[src/rtl/score_timer_pkg.sv]
// Purpose : shared types and constants for the whack-a-mole score/time display block.
// Latency : n/a (declarations only).
// Backpressure: n/a.
package score_timer_pkg;

  // Game state encoding as seen on the state output pins.
  typedef enum logic [1:0] {
    ST_IDLE = 2'b00,
    ST_RUN  = 2'b01,
    ST_OVER = 2'b10
  } state_t;

  // Value shown on an unlit seven-segment digit.
  localparam logic [3:0] BLANK   = 4'hF;

  // BCD digit limits.
  localparam logic [3:0] BCD_MAX = 4'd9;
  localparam logic [3:0] BCD_MIN = 4'd0;

  // Two-digit BCD image of a small integer (0..99): {tens, ones}.
  function automatic logic [7:0] to_bcd2(input int value);
    logic [3:0] tens;
    logic [3:0] ones;
    tens = 4'(value / 10);
    ones = 4'(value % 10);
    return {tens, ones};
  endfunction

endpackage

[src/rtl/score_timer_bcd_digit.sv]
// Purpose : one registered BCD digit with increment/decrement enables and terminal flags.
// Latency : q updates on the edge that samples inc/dec/load; carry/borrow follow q combinationally.
// Backpressure: none; the digit accepts an enable every cycle.
//
// Ports:
//   nclk, rst_n : clock, asynchronous active-low reset (q returns to INIT)
//   load        : synchronous reload of INIT, overrides inc/dec
//   inc, dec    : count up / down by one with 9<->0 wrap; both together is a no-op
//   q           : current digit value
//   carry       : digit sits at 9, so an inc here ripples into the next digit
//   borrow      : digit sits at 0, so a dec here ripples into the next digit
module bcd_digit
  import score_timer_pkg::*;
#(
  parameter logic [3:0] INIT = BCD_MIN
) (
  input  logic       nclk,
  input  logic       rst_n,
  input  logic       load,
  input  logic       inc,
  input  logic       dec,
  output logic [3:0] q,
  output logic       carry,
  output logic       borrow
);

  always_ff @(posedge nclk or negedge rst_n) begin
    if (!rst_n) begin
      q <= INIT;
    end else if (load) begin
      q <= INIT;
    end else if (inc && !dec) begin
      q <= (q == BCD_MAX) ? BCD_MIN : q + 4'd1;
    end else if (dec && !inc) begin
      q <= (q == BCD_MIN) ? BCD_MAX : q - 4'd1;
    end
  end

  // Terminal flags are level indications of the stored value, independent of
  // the enables, so a chain can gate its upper digits with an AND of them.
  assign carry  = (q == BCD_MAX);
  assign borrow = (q == BCD_MIN);

endmodule

[src/rtl/score_timer.sv]
// Purpose : whack-a-mole round controller: countdown timer, saturating BCD score, 8-digit display feed.
// Latency : every output is a register; score/time/state move on the edge that samples start/hit/miss/tick.
// Backpressure: none; start/hit/miss are single-cycle pulses and are never stalled.
//
// Ports:
//   nclk, rst_n     : scan clock, asynchronous active-low reset
//   start           : begins a round from IDLE or OVER (ignored while running)
//   hit, miss       : +1 / -1 to the score while running (both together cancel)
//   state           : 00 IDLE, 01 RUN, 10 OVER
//   game_over       : high exactly while state is OVER
//   disp7, disp6    : remaining seconds, BCD tens / ones
//   disp5, disp4    : permanently blank digits
//   disp3 .. disp0  : score, BCD thousands .. ones
module score_timer
  import score_timer_pkg::*;
#(
  parameter int GAME_SECONDS = 60,
  parameter int TICK_DIV     = 1000
) (
  input  logic       nclk,
  input  logic       rst_n,
  input  logic       start,
  input  logic       hit,
  input  logic       miss,
  output logic [1:0] state,
  output logic       game_over,
  output logic [3:0] disp7,
  output logic [3:0] disp6,
  output logic [3:0] disp5,
  output logic [3:0] disp4,
  output logic [3:0] disp3,
  output logic [3:0] disp2,
  output logic [3:0] disp1,
  output logic [3:0] disp0
);

  localparam logic [7:0] TIME_INIT = to_bcd2(GAME_SECONDS);
  localparam int         PW        = (TICK_DIV > 2) ? $clog2(TICK_DIV) : 1;
  localparam logic [PW-1:0] PS_LAST = PW'(TICK_DIV - 1);

  // ---------------------------------------------------------------------------
  // Control
  // ---------------------------------------------------------------------------
  state_t          st;
  logic [PW-1:0]   ps;
  logic            run;
  logic            do_start;
  logic            tick;
  logic            time_last;

  assign run      = (st == ST_RUN);
  assign do_start = start && !run;
  assign tick     = run && (ps == PS_LAST);

  // ---------------------------------------------------------------------------
  // Score: four-digit BCD chain with saturation at both ends
  // ---------------------------------------------------------------------------
  logic [3:0] s_q [4];
  logic [3:0] s_carry;
  logic [3:0] s_borrow;
  logic [3:0] s_inc;
  logic [3:0] s_dec;
  logic       score_max;
  logic       score_zero;
  logic       sc_inc;
  logic       sc_dec;

  assign score_max  = &s_carry;
  assign score_zero = &s_borrow;

  // A simultaneous hit and miss cancels; the rails are enforced here rather
  // than in the digits so the chain itself stays a plain wrapping counter.
  assign sc_inc = run && hit && !miss && !score_max;
  assign sc_dec = run && miss && !hit && !score_zero;

  // Digit i moves only when every lower digit is about to wrap.
  assign s_inc = {sc_inc & (&s_carry[2:0]),
                  sc_inc & (&s_carry[1:0]),
                  sc_inc & s_carry[0],
                  sc_inc};
  assign s_dec = {sc_dec & (&s_borrow[2:0]),
                  sc_dec & (&s_borrow[1:0]),
                  sc_dec & s_borrow[0],
                  sc_dec};

  for (genvar i = 0; i < 4; i++) begin : g_score
    bcd_digit #(
      .INIT (BCD_MIN)
    ) u_digit (
      .nclk   (nclk),
      .rst_n  (rst_n),
      .load   (do_start),
      .inc    (s_inc[i]),
      .dec    (s_dec[i]),
      .q      (s_q[i]),
      .carry  (s_carry[i]),
      .borrow (s_borrow[i])
    );
  end

  // ---------------------------------------------------------------------------
  // Time: two-digit BCD down-counter, decremented once per prescaler wrap
  // ---------------------------------------------------------------------------
  logic [3:0] t_q [2];
  logic [1:0] t_carry;
  logic [1:0] t_borrow;
  logic [1:0] t_dec;

  assign t_dec = {tick & t_borrow[0], tick};

  bcd_digit #(
    .INIT (TIME_INIT[3:0])
  ) u_time_ones (
    .nclk   (nclk),
    .rst_n  (rst_n),
    .load   (do_start),
    .inc    (1'b0),
    .dec    (t_dec[0]),
    .q      (t_q[0]),
    .carry  (t_carry[0]),
    .borrow (t_borrow[0])
  );

  bcd_digit #(
    .INIT (TIME_INIT[7:4])
  ) u_time_tens (
    .nclk   (nclk),
    .rst_n  (rst_n),
    .load   (do_start),
    .inc    (1'b0),
    .dec    (t_dec[1]),
    .q      (t_q[1]),
    .carry  (t_carry[1]),
    .borrow (t_borrow[1])
  );

  // The time never counts up, so its carry flags have no consumer.
  logic unused_time_carry;
  assign unused_time_carry = ^t_carry;

  // Time reads 01: the next tick lands on 00 and ends the round.
  assign time_last = t_borrow[1] && (t_q[0] == 4'd1);

  // ---------------------------------------------------------------------------
  // FSM, prescaler and game_over flag
  // ---------------------------------------------------------------------------
  always_ff @(posedge nclk or negedge rst_n) begin
    if (!rst_n) begin
      st        <= ST_IDLE;
      ps        <= '0;
      game_over <= 1'b0;
    end else begin
      case (st)
        ST_IDLE: begin
          ps <= '0;
          if (start) begin
            st <= ST_RUN;
          end
        end
        ST_RUN: begin
          if (tick) begin
            ps <= '0;
            if (time_last) begin
              st        <= ST_OVER;
              game_over <= 1'b1;
            end
          end else begin
            ps <= ps + PW'(1);
          end
        end
        ST_OVER: begin
          ps <= '0;
          if (start) begin
            st        <= ST_RUN;
            game_over <= 1'b0;
          end
        end
        default: begin
          st        <= ST_IDLE;
          ps        <= '0;
          game_over <= 1'b0;
        end
      endcase
    end
  end

  // ---------------------------------------------------------------------------
  // Outputs (all sourced straight from registers)
  // ---------------------------------------------------------------------------
  assign state = st;
  assign disp7 = t_q[1];
  assign disp6 = t_q[0];
  assign disp5 = BLANK;
  assign disp4 = BLANK;
  assign disp3 = s_q[3];
  assign disp2 = s_q[2];
  assign disp1 = s_q[1];
  assign disp0 = s_q[0];

endmodule

[config.mk]
export PLATFORM = sky130hd
export DESIGN_NAME = score_timer
export DESIGN_NICKNAME = d
export VERILOG_FILES = /design/src/rtl/score_timer_pkg.sv /design/src/rtl/score_timer_bcd_digit.sv /design/src/rtl/score_timer.sv
export SDC_FILE = /design/constraint.sdc
export NUM_CORES = 1
export LEC_CHECK = 0
export ABC_AREA = 0
export CAP_MARGIN = 5
export CORE_MARGIN = 3
export CORE_UTILIZATION = 25
export DETAILED_ROUTE_END_ITERATION = 10
export GPL_TIMING_DRIVEN = 0
export PLACE_DENSITY = 0.46
export SLEW_MARGIN = 15
export SYNTH_ARGS = -nofsm -noshare
export SYNTH_HDL_FRONTEND = slang
export SYNTH_SLANG_ARGS = --single-unit
[constraint.sdc]
create_clock -name nclk -period 2.1 [get_ports nclk]
set_clock_uncertainty 0.05 [all_clocks]
set_input_delay 0.21 -clock nclk [delete_from_list [all_inputs] [get_ports nclk]]
set_output_delay 0.21 -clock nclk [all_outputs]
set_load 0.005 [all_outputs]
# After elaboration in Yosys (flattened, before gate mapping)
# Cells that the tools add are included.
dict set report word_totals {
  reg_bits 37
  inputBits 5
  out_inout_bits 35
  word_cells 128
}
dict set report op_classes {
  addsub 11
  n_eq_ne 12
  muxes 36
  bitwise_logic 8
  reduce_logical 52
}
# op count
set op_table {}
lappend op_table {{$mux W4} 26}
lappend op_table {{$logic_not A4 Y1} 6}
lappend op_table {{$sub A4 B1 Y4 const B} 6}
lappend op_table {{$mux W10} 2}
lappend op_table {{$logic_and A1 B1 Y1} 17}
lappend op_table {{$add A4 B1 Y4 const B} 4}
lappend op_table {{$eq A4 B4 Y1 const B} 4}
lappend op_table {{$logic_not A1 Y1} 13}
lappend op_table {{$reduce_and A4 Y1} 3}
lappend op_table {{$reduce_bool A3 Y1} 4}
lappend op_table {{$add A10 B1 Y10 const B} 1}
lappend op_table {{$eq A10 B10 Y1 const B} 1}
lappend op_table {{$reduce_and A3 Y1} 3}
lappend op_table {{$and A1 B1 Y1} 7}
lappend op_table {{$mux W2} 3}
lappend op_table {{$ne A2 B1 Y1 const B} 3}
lappend op_table {{$eq A4 B1 Y1 const B} 1}
lappend op_table {{$pmux W2 S2} 1}
lappend op_table {{$reduce_and A2 Y1} 2}
lappend op_table {{$reduce_bool A2 Y1} 2}
lappend op_table {{$mux W1} 3}
lappend op_table {{$pmux W1 S3} 1}
lappend op_table {{$eq A2 B1 Y1 const B} 1}
lappend op_table {{$eq A2 B2 Y1 const B} 1}
lappend op_table {{4 further kinds} 4}

# Logic depth before layout (Yosys ltp)
# Gate-level depths: netlist (run 1).
dict set report depth {
  word_depth 10
  ltp_mapped 7
}

# Modules after synthesis
# From an unflattened synthesis (run 1), not the netlist that was laid out.
dict set report hier_totals {
  hier_cells 368
  area_unflattened_um2 3178.0
}
# module instances cells_per_inst area_per_inst_um2 seq_area_each_um2
set by_module_without_submodules {}
lappend by_module_without_submodules {{bcd_digit at g_score[0].u_digit ...} 5 47 397.9 100.1}
lappend by_module_without_submodules {score_timer 1 97 859.6 325.3}
lappend by_module_without_submodules {{bcd_digit at u_time_tens} 1 36 329.1 102.6}

# Worst setup path after synthesis (run 1)
# Ideal clock, no wire load.
dict set report synth_timing {
  path_kind {flip-flop to flip-flop}
  start {reg g_score[1].u_digit.q[1]}
  end {reg g_score[3].u_digit.q[3]}
  setup_ns 0.065
  t_arrival_ns 1.790
  t_required_ns 1.985
  path_slack_ns 0.195
  path_stages_with_launch 7
  n_path_buf 1
  synth_period_minus_slack_ns 1.905
  cell_sequence {dfrtp_1 -> buf_2 -> nor4_4 -> nand4_4 -> o22a_4 -> o32ai_2 -> o211a_1}
}
dict set report synth_via {
  elab_chain_cells 9
  word_cells_on_any_way 19
  classes_between {eq/ne (1); mux (2); bitwise (2); reduce/logical (14)}
}
# element line_no
set synth_rtl {}
lappend synth_rtl {{start, declared} score_timer_bcd_digit.sv:22} ;# output logic [3:0] q,
lappend synth_rtl {{start signal, assigned} score_timer_bcd_digit.sv:33} ;# q <= (q == BCD_MAX) ? BCD_MIN : q + 4'd1;
lappend synth_rtl {{start signal, assigned} score_timer_bcd_digit.sv:35} ;# q <= (q == BCD_MIN) ? BCD_MAX : q - 4'd1;
lappend synth_rtl {{$logic_not A4 Y1} score_timer_bcd_digit.sv:42} ;# assign borrow = (q == BCD_MIN);
lappend synth_rtl {{$reduce_and A4 Y1} score_timer.sv:69} ;# assign score_zero = &s_borrow;
lappend synth_rtl {{$logic_not A1 Y1} score_timer.sv:74} ;# assign sc_dec = run && miss && !hit && !score_zero;
lappend synth_rtl {{$logic_and A1 B1 Y1} score_timer.sv:74}
lappend synth_rtl {{$and A1 B1 Y1} score_timer.sv:81} ;# assign s_dec = {sc_dec & (&s_borrow[2:0]),
lappend synth_rtl {{$logic_not A1 Y1} score_timer_bcd_digit.sv:32} ;# end else if (inc && !dec) begin
lappend synth_rtl {{$logic_and A1 B1 Y1} score_timer_bcd_digit.sv:32}
lappend synth_rtl {{$mux W4} score_timer_bcd_digit.sv:32}
lappend synth_rtl {{$mux W4} score_timer_bcd_digit.sv:30} ;# end else if (load) begin
lappend synth_rtl {{end signal, assigned} score_timer_bcd_digit.sv:33}
lappend synth_rtl {{end signal, assigned} score_timer_bcd_digit.sv:35}
lappend synth_rtl {{end, declared} score_timer_bcd_digit.sv:22}
# Parallel ways exist; a longest one is shown, timed or not.
# A chain may end at the register's enable or synchronous reset.

# Final worst setup path (run 1)
dict set report layout_timing {
  start {reg g_score[2].u_digit.q[2]}
  end {reg g_score[3].u_digit.q[3]}
}
dict set report layout_via {
  elab_chain_cells 9
  word_cells_on_any_way 19
  classes_between {eq/ne (1); mux (2); bitwise (2); reduce/logical (14)}
}
# element line_no
set layout_rtl {}
lappend layout_rtl {{start, declared} score_timer_bcd_digit.sv:22}
lappend layout_rtl {{start signal, assigned} score_timer_bcd_digit.sv:33}
lappend layout_rtl {{start signal, assigned} score_timer_bcd_digit.sv:35}
lappend layout_rtl {{$logic_not A4 Y1} score_timer_bcd_digit.sv:42}
lappend layout_rtl {{$reduce_and A4 Y1} score_timer.sv:69}
lappend layout_rtl {{$logic_not A1 Y1} score_timer.sv:74}
lappend layout_rtl {{$logic_and A1 B1 Y1} score_timer.sv:74}
lappend layout_rtl {{$and A1 B1 Y1} score_timer.sv:81}
lappend layout_rtl {{$logic_not A1 Y1} score_timer_bcd_digit.sv:32}
lappend layout_rtl {{$logic_and A1 B1 Y1} score_timer_bcd_digit.sv:32}
lappend layout_rtl {{$mux W4} score_timer_bcd_digit.sv:32}
lappend layout_rtl {{$mux W4} score_timer_bcd_digit.sv:30}
# Parallel ways exist; a longest one is shown, timed or not.

==> results.sh, run 1 <==
export IMPL_pwr_share_seq_pct=29.8
export IMPL_p_leak_uw=0.00141
export IMPL_viasPerCell=4.77
export IMPL_fmax_mhz=489
export IMPL_ir_drop_uv=352
export IMPL_grt_max_degree=28
export IMPL_setup_violations=0
export IMPL_arrival_ns=2.23
export IMPL_switching_share_pct=39.1
export IMPL_cp_max_fo=10
export IMPL_overflow=0
export IMPL_fp_row_count=37
export IMPL_hold_viol_final=0
export IMPL_wire_per_inst_microns=13.3
export IMPL_start_kind="flop"
export IMPL_critPathRequiredTime_ns=2.28
export IMPL_htree_levels=2
export IMPL_cts_clk_slew_worst_paths_ns=0.08
export IMPL_die_height_microns=110
export IMPL_synthArstFlopShare_pct=100
export IMPL_nFillCells=1076
export IMPL_drc=0
export IMPL_core_area_sq_um=10400
export IMPL_cts_root_buf="clkbuf_8"
export IMPL_grt_pass1_vias=2096
export IMPL_avgSynthCellArea_sq_um=9.21
export IMPL_cts_tree="built"
export IMPL_start_util_pct=26.0
export IMPL_internal_power_uw=2210
export IMPL_clock_path_buffers=2
export IMPL_post_route_worst_setup_slack_ns=0.0568
export IMPL_crit_path_end_kind="flop"
export IMPL_firstDrtPassIters=4
export IMPL_synth_edff_count=0
export IMPL_final_antenna_net_count=0
export IMPL_die_w_microns=110
export IMPL_finalMaxSlewViolations=0
export IMPL_synth_warnings=0
export IMPL_multi_input_area_sq_um=1560
export IMPL_grt_pass1_wl_microns=10800
export IMPL_maxCapViolCount=0
export IMPL_synth_cell_types=65
export IMPL_synth_seq_cells=37
export IMPL_cts_sinks=37
export IMPL_vias=2326
export IMPL_p_switching_uw=1420
export IMPL_place_area_sq_um=3230
export IMPL_final_common_cell="dfrtp_1"
export IMPL_design_area_sq_um=3470
export IMPL_wl_microns=6490
export IMPL_cts_inserted_buffers=5
export IMPL_final_cell_mix="dfrtp_1, clkdlybuf4s50_1, nand2_1"
export IMPL_hold_class="primary input to asynchronous set/reset pin"
export IMPL_clock_latency_ns=0.29
export IMPL_dp_slack_ns=-0.110
export IMPL_min_period_ns=2.04
export IMPL_synth_flop_cell="dfrtp_1"
export IMPL_drive_above_1_share_pct=23.0
export IMPL_power_density_nw_per_um2=1040
export IMPL_diodes=0
export IMPL_ys_seq_area_share_pct=34.3
export IMPL_track_usage_pct=11.2
export IMPL_dieArea_sq_um=12100
export IMPL_period_share_pct=97.3
export IMPL_drtIter0Drc=112
export IMPL_syn_inst=294
export IMPL_gp_congestion=0.797
export IMPL_grt_antenna_before_repair=0
export IMPL_ios=40
export IMPL_io_buffer_count=31
export IMPL_worstSetupPathType="flop to flop"
export IMPL_pwr_share_comb_pct=52.5
export IMPL_syn_area_sq_um=2710
export IMPL_outcome="finished clean"
export IMPL_clockPowerShare_pct=17.8
export IMPL_area_growth_pct=28.3
export IMPL_hpwlAfterDp_microns=4560
export IMPL_regArea_sq_um=928
export IMPL_num_nets_final=360
==> routing by layer <==
metal  share of wire, %  global-route usage (%)
met1                 48                    15.9
met3                4.6                    2.39
met4                1.4                    3.29
met5                  0                       0
met2                 46                    17.1
==> path summary, 6_finish.rpt <==
kind / from / slack [ns] / cells after the start / end
worst max-delay path: g_score[2].u_digit.q[2]$_DFFE_PN0P_ / 0.06 / 7 / g_score[3].u_digit.q[3]$_DFFE_PN0P_
worst min-delay path: rst_n / 0.28 / 2 / g_score[1].u_digit.q[2]$_DFFE_PN0P_
worst max register to register: g_score[2].u_digit.q[2]$_DFFE_PN0P_ / 0.06 / 7 / g_score[3].u_digit.q[3]$_DFFE_PN0P_
worst min register to register: ps[0]$_DFF_PN0_ / 0.45 / 1 / ps[0]$_DFF_PN0_
max in group asynchronous: rst_n / 1.22 / 3 / u_time_tens.q[2]$_DFFE_PN1P_
min in group nclk: ps[0]$_DFF_PN0_ / 0.45 / 1 / ps[0]$_DFF_PN0_
==> worst max-delay path, stage by stage (launching register included) <==
cell and delay (ns):
dfrtp_1 0.39, clkbuf_8 0.17, and4bb_2 0.39, nand4_2 0.14, buf_6 0.16, o22a_4 0.21
o32ai_2 0.29, o211a_1 0.18
==> area by class of cell <==
| cell class | instances | area share [%] |
|---|---|---|
| Inverter | 10 | 1.08 |
| Multi-Input combinational cell | 224 | 44.8 |
| Tap cell | 136 | 4.90 |
| Clock inverter | 2 | 1.12 |
| Sequential cell | 37 | 26.7 |
| Timing Repair Buffer | 43 | 11.8 |
| Clock buffer | 6 | 2.09 |
| Buffer | 30 | 7.42 |
==> state kept, by name, indices dropped and copies added, names as in the netlist <==
register / flops
u_time_tens.q: 4
g_score.u_digit.q: 16
game_over: 1
state: 2
ps: 10
u_time_ones.q: 4
==> metrics by stage <==
step	std cells	util (%)	hold WS, ns	setup TNS [ns]	total power [uW]
2_1_floorplan	301	-	-0.136	0	2350
5_1_grt	488	33.3	0.310	-0.00620	3930
3_5_place_dp	469	31.0	0.0723	-0.320	2860
6_report	488	33.3	0.279	0	3620
3_3_place_gp	468	30.9	0.434	-10.23	2850
4_1_cts	479	32.3	0.286	0	3580
==> logic make-up (layout without fill, tap and decap cells) <==
logic type	Yosys count	in the layout	synth area share, %
compound gates	71	71	19.2
xor+xnor	15	15	4.85
fa+ha+maj	4	4	1.85
buf+inv	40	91	10.8
flops	37	37	34.3
mux	2	2	0.739
other cells	1	8	0.138
simple gates	124	124	28.1
==> power by group through the flow <==
stage | Clock [uW] | Combinational, uW | Sequential [uW]
4_1_cts | 671 | 1830 | 1070
2_1_floorplan | 0 | 1280 | 1060
3_5_place_dp | 0 | 1770 | 1090
6_report | 644 | 1900 | 1080
3_3_place_gp | 0 | 1760 | 1090
5_1_grt | 702 | 2120 | 1110
==> Yosys cell counts (all sizes together), types with 2 or more instances <==
library cell | count | area share [%]
and3 | 4 | 0.92
dfstp | 2 | 1.9
nor3 | 12 | 2.2
nor4 | 7 | 3.5
nor2b | 2 | 0.46
nand4 | 6 | 2.2
o31ai | 5 | 1.4
o22ai | 2 | 0.46
a211oi | 2 | 0.55
a211o | 5 | 1.6
and4bb | 6 | 3.0
xor2 | 10 | 3.2
inv | 10 | 1.4
nand2 | 24 | 3.3
dfrtp | 35 | 32
or3 | 8 | 1.8
xnor2 | 5 | 1.6
a32oi | 2 | 0.92
o32ai | 3 | 1.2
nand2b | 2 | 0.46
and2 | 3 | 0.83
a21oi | 19 | 3.7
o22a | 2 | 0.97
mux2i | 2 | 0.74
o211ai | 3 | 0.83
clkbuf | 6 | 1.7
buf | 24 | 7.7
nor4b | 2 | 0.65
or2 | 5 | 1.2
o21ai | 11 | 2.0
a22oi | 2 | 0.92
ha | 4 | 1.8
a31oi | 3 | 0.69
nand3 | 15 | 2.8
nor2 | 23 | 3.2
a221oi | 4 | 1.3
==> what timing repair did <==
| action | 4_1_cts | 5_1_grt |
|---|---|---|
| setup endpoints to repair | 2 | 10 |
| gates cloned | 0 | 0 |
| pin swaps | 1 | 5 |
| setup buffers | 1 | 9 |
| resized for setup | 1 | 9 |
| hold buffers | 1 | 0 |
| endpoints found under the hold margin | 10 | 0 |
Note: power is estimated with default switching activity, not from simulation.
==> run 2, diff against run 1 <==
--- a/config.mk
+++ b/config.mk
@@ -11,7 +11,9 @@
 export CORE_UTILIZATION = 25
 export DETAILED_ROUTE_END_ITERATION = 10
 export GPL_TIMING_DRIVEN = 0
+export HOLD_SLACK_MARGIN = 0.08
 export PLACE_DENSITY = 0.46
+export SKIP_CTS_REPAIR_TIMING = 1
 export SLEW_MARGIN = 15
 export SYNTH_ARGS = -nofsm -noshare
 export SYNTH_HDL_FRONTEND = slang
==> run 2 against run 1 <==
Against the previous run:
- non-clock buffer count shrank 2
- maximum frequency shrank 0.39%
- combinational power is essentially flat
- utilization grew 0.060 points
- sequential share of layout area is essentially flat
- setup slack lost 0.0080 ns
- sequential power is essentially flat
- critical endpoint unchanged
- largest power group unchanged
==> results.sh, run 2 (synthesis gave the netlist of run 1 again) <==
export IMPL_fp_row_count=37
export IMPL_cts_root_buf="clkbuf_8"
export IMPL_setup_violations=0
export IMPL_multi_input_area_sq_um=1570
export IMPL_reg_largest_list="g_score.u_digit.q: 16 flops, ps: 10 flops"
export IMPL_cts_tree="built"
export IMPL_largest_register_ffs=16
export IMPL_finalNonFillerCells=486
export IMPL_hold_ws_ns=0.283
export IMPL_grt_max_degree=28
export IMPL_fmax_mhz=488
export IMPL_nFillCells=1073
export IMPL_hold_viol_final=0
export IMPL_cts_inserted_buffers=5
export IMPL_cts_sinks=37
export IMPL_wl_microns=6500
export IMPL_pwr_share_seq_pct=29.9
export IMPL_vias=2331
export IMPL_htree_levels=2
export IMPL_outcome="finished clean"
export IMPL_final_antenna_net_count=0
export IMPL_drc=0
export IMPL_die_w_microns=110
export IMPL_io_buffer_count=31
export IMPL_area_growth_pct=28.5
export IMPL_drive_above_1_share_pct=22.6
export IMPL_placed_cells=469
export IMPL_cp_max_fo=7
export IMPL_drtIter0Drc=116
export IMPL_start_kind="flop"
export IMPL_clock_path_buffers=2
export IMPL_arrival_ns=2.23
export IMPL_clockPowerShare_pct=17.7
export IMPL_wire_per_inst_microns=13.4
export IMPL_overflow=0
export IMPL_die_height_microns=110
export IMPL_finalMaxSlewViolations=0
export IMPL_pwr_share_comb_pct=52.4
export IMPL_largest_register="g_score.u_digit.q"
export IMPL_ir_drop_uv=331
export IMPL_p_switching_uw=1410
export IMPL_grt_antenna_before_repair=0
export IMPL_power_density_nw_per_um2=1040
export IMPL_hpwlAfterDp_microns=4560
export IMPL_grt_pass1_wl_microns=10700
export IMPL_min_period_ns=2.05
export IMPL_track_usage_pct=11.1
export IMPL_regArea_sq_um=928
export IMPL_worstSetupPathType="flop to flop"
export IMPL_final_common_cell="dfrtp_1"
export IMPL_dieArea_sq_um=12100
export IMPL_fin_util_pct=33.4
export IMPL_critPathRequiredTime_ns=2.28
export IMPL_period_share_pct=97.7
export IMPL_final_cell_mix="dfrtp_1, clkdlybuf4s50_1, nand2_1"
export IMPL_core_area_sq_um=10400
export IMPL_start_util_pct=26.0
export IMPL_internal_power_uw=2200
export IMPL_switching_share_pct=39.1
export IMPL_crit_path_end_kind="flop"
export IMPL_maxCapViolCount=0
export IMPL_hold_class="primary input to asynchronous set/reset pin"
export IMPL_grt_pass1_vias=2077
export IMPL_num_nets_final=358
export IMPL_diodes=0
export IMPL_p_leak_uw=0.00140
export IMPL_viasPerCell=4.80
export IMPL_cts_clk_slew_worst_paths_ns=0.08
export IMPL_clock_latency_ns=0.29
export IMPL_grt_setup_unrepaired="yes"
export IMPL_finalPower_uw=3610
export IMPL_gp_congestion=0.797
export IMPL_ios=40
export IMPL_firstDrtPassIters=4
[run 2: area by class of cell]
class	instances	area share [%]
clock inverter	2	1.11
multi-input combinational	224	45.2
clock buffer	6	2.09
sequential	37	26.7
buffer	30	7.48
timing repair buffer	41	11.5
tap	136	4.89
inverter	10	1.08
[run 2: per-layer routing]
metal | track usage [%] | up-vias | wire length (microns)
met5 | 0 | - | 0
met3 | 2.39 | 6 | 297
met1 | 15.8 | 1100 | 3070
met2 | 16.8 | 46 | 3040
met4 | 3.29 | 0 | 89
li1 | - | 1179 | -
[run 2: path summary, 6_finish.rpt]
kind | startpoint | to | slack (ns) | depth (start not counted)
max | g_score[1].u_digit.q[0]$_DFFE_PN0P_ | g_score[3].u_digit.q[3]$_DFFE_PN0P_ | 0.05 | 6
min | rst_n | g_score[1].u_digit.q[2]$_DFFE_PN0P_ | 0.28 | 2
max reg2reg | g_score[1].u_digit.q[0]$_DFFE_PN0P_ | g_score[3].u_digit.q[3]$_DFFE_PN0P_ | 0.05 | 6
min reg2reg | ps[0]$_DFF_PN0_ | ps[0]$_DFF_PN0_ | 0.45 | 1
max in group asynchronous | rst_n | u_time_tens.q[2]$_DFFE_PN1P_ | 1.21 | 3
min in group nclk | ps[0]$_DFF_PN0_ | ps[0]$_DFF_PN0_ | 0.45 | 1
[run 2: per-stage QoR]
stage	setup WS [ns]	setup TNS, ns	instance area (sq um)
final	0.0488	0	3480
after global routing	-0.0537	-0.0918	3480
after CTS	-0.0417	-0.0489	3340
after detailed placement	-0.110	-0.320	3230
after global placement	-0.285	-10.23	3210
after floorplan	0.195	0	2730
[run 2: power by group through the flow]
stage	combinational (uW)	sequential, uW	clock (uW)
floorplan	1280	1060	0
global placement	1760	1090	0
finish	1900	1080	639
global route	2120	1110	702
detailed placement	1770	1090	0
CTS	1790	1070	671
[run 2: worst max-delay path: stages (launching register included)]
cell     delay (ns)
dfrtp_1        0.42
buf_6          0.15
nor4_4         0.44
nand4_4        0.19
o22a_4         0.30
o32ai_4        0.26
o211a_1        0.18
==> patch: new RTL, config.mk and constraints of run 1 <==
The parameter `TICK_DIV` goes from 1000 to 500.
--- a/src/rtl/score_timer.sv
+++ b/src/rtl/score_timer.sv
@@ -15,7 +15,7 @@
   import score_timer_pkg::*;
 #(
   parameter int GAME_SECONDS = 60,
-  parameter int TICK_DIV     = 1000
+  parameter int TICK_DIV     = 500
 ) (
   input  logic       nclk,
   input  logic       rst_n,
Behaviour: no difference found for any inputs over 10 cycles, from zero or initial values and one cycle with rst_n low; that may be too few to reach the edited logic, so the function may still have changed.
==> patch against run 1 <==
- utilization is 0.30 points higher
- critical path depth is 1 lower
- area after synthesis is 2.4% lower
- die area fell by 2.3%
- sequential share of layout area increased by 0.23 points
- wire length down 2.2%
- cell area down 3.1%
- non-clock buffer count down 10
- power fell by 6.0%
- fmax increased by 3.3%
- setup slack better by 0.066 ns
- sequential cell count fell by 1
- global-route usage barely moved
- critical path type unchanged
- largest power group unchanged
==> patch: results <==
[placed_design]
dp_hpwl_mm = 4.64
dpl_worst_slack_ns = -0.0859
dp.cells = 460
dpl_cell_area_um2 = 3170

[synth]
ys_types = 74
synth_area_leaders = dfrtp_1 (32%), nor2_1 (4.7%), buf_4 (3.7%)
synthTopCellsByCount = dfrtp_1 (34), nor2_1 (33), nand2_1 (20)
post_synth.cell_area_avg_um2 = 9.17

[grt]
grt_max_degree = 21
grt_use_met3_pct = 1.89
grt_pass1_vias = 2166
met2_usage_pct = 18.8
met1_usage_pct = 15.0

[detailed_routing]
wl_met3_um = 188
routed_via_density = 4.80
drt-initial-drc-count = 94
dr_wl_met2_mm = 3.00
wl_per_cell_um = 13.4
num_vias = 2269
drt_pass1_iterations = 6

[power_and_ir_drop]
cell_internal_pwr_w = 0.00198
seqPwrFrac_pct = 32.1
power.leakage_nw = 1.35
power.share.clock_pct = 15.5

[finish]
regArea_um2 = 907
multiInputGateArea_um2 = 1630
reg_top3 = g_score.u_digit.q: 16 flops, ps: 9 flops
fillers = 1069
inverters = 9
clk_share_pct = 2.75
final_nets = 348
syn_to_final_growth_pct = 27.4
drive_gt1_share_pct = 19.7

[sta]
period_share_pct = 94.2

[clock_network]
cts_setup_buffers = 0
clock_sinks = 36

[status]
outcome = finished clean

[die]
chipWidth_um = 109
patch: cell families after synthesis:
family | share of synthesized area, %
compound gates | 20.1
xor+xnor | 3.98
fa+ha+maj | 1.89
buf+inv | 7.11
flops | 34.2
mux | 2.75
other cells | 0.142
simple gates | 29.8
patch: critical path, stage by stage, from the launching register on:
cell,delay [ns]
dfrtp_1,0.41
buf_2,0.20
nor4_4,0.38
o2111ai_2,0.22
o221ai_4,0.26
o21ai_0,0.13
a32o_1,0.22
patch: path summary, 6_finish.rpt:
path	from	to	slack, ns	cells past startpoint
worst max-delay path	g_score[1].u_digit.q[1]	g_score[3].u_digit.q[1]	0.12	6
worst min-delay path	rst_n	g_score[2].u_digit.q[2]	0.34	2
worst max register to register	g_score[1].u_digit.q[1]	g_score[3].u_digit.q[1]	0.12	6
worst min register to register	ps[0]	ps[0]	0.41	1
max in group asynchronous	rst_n	state[0]	1.20	3
min in group nclk	ps[0]	ps[0]	0.41	1
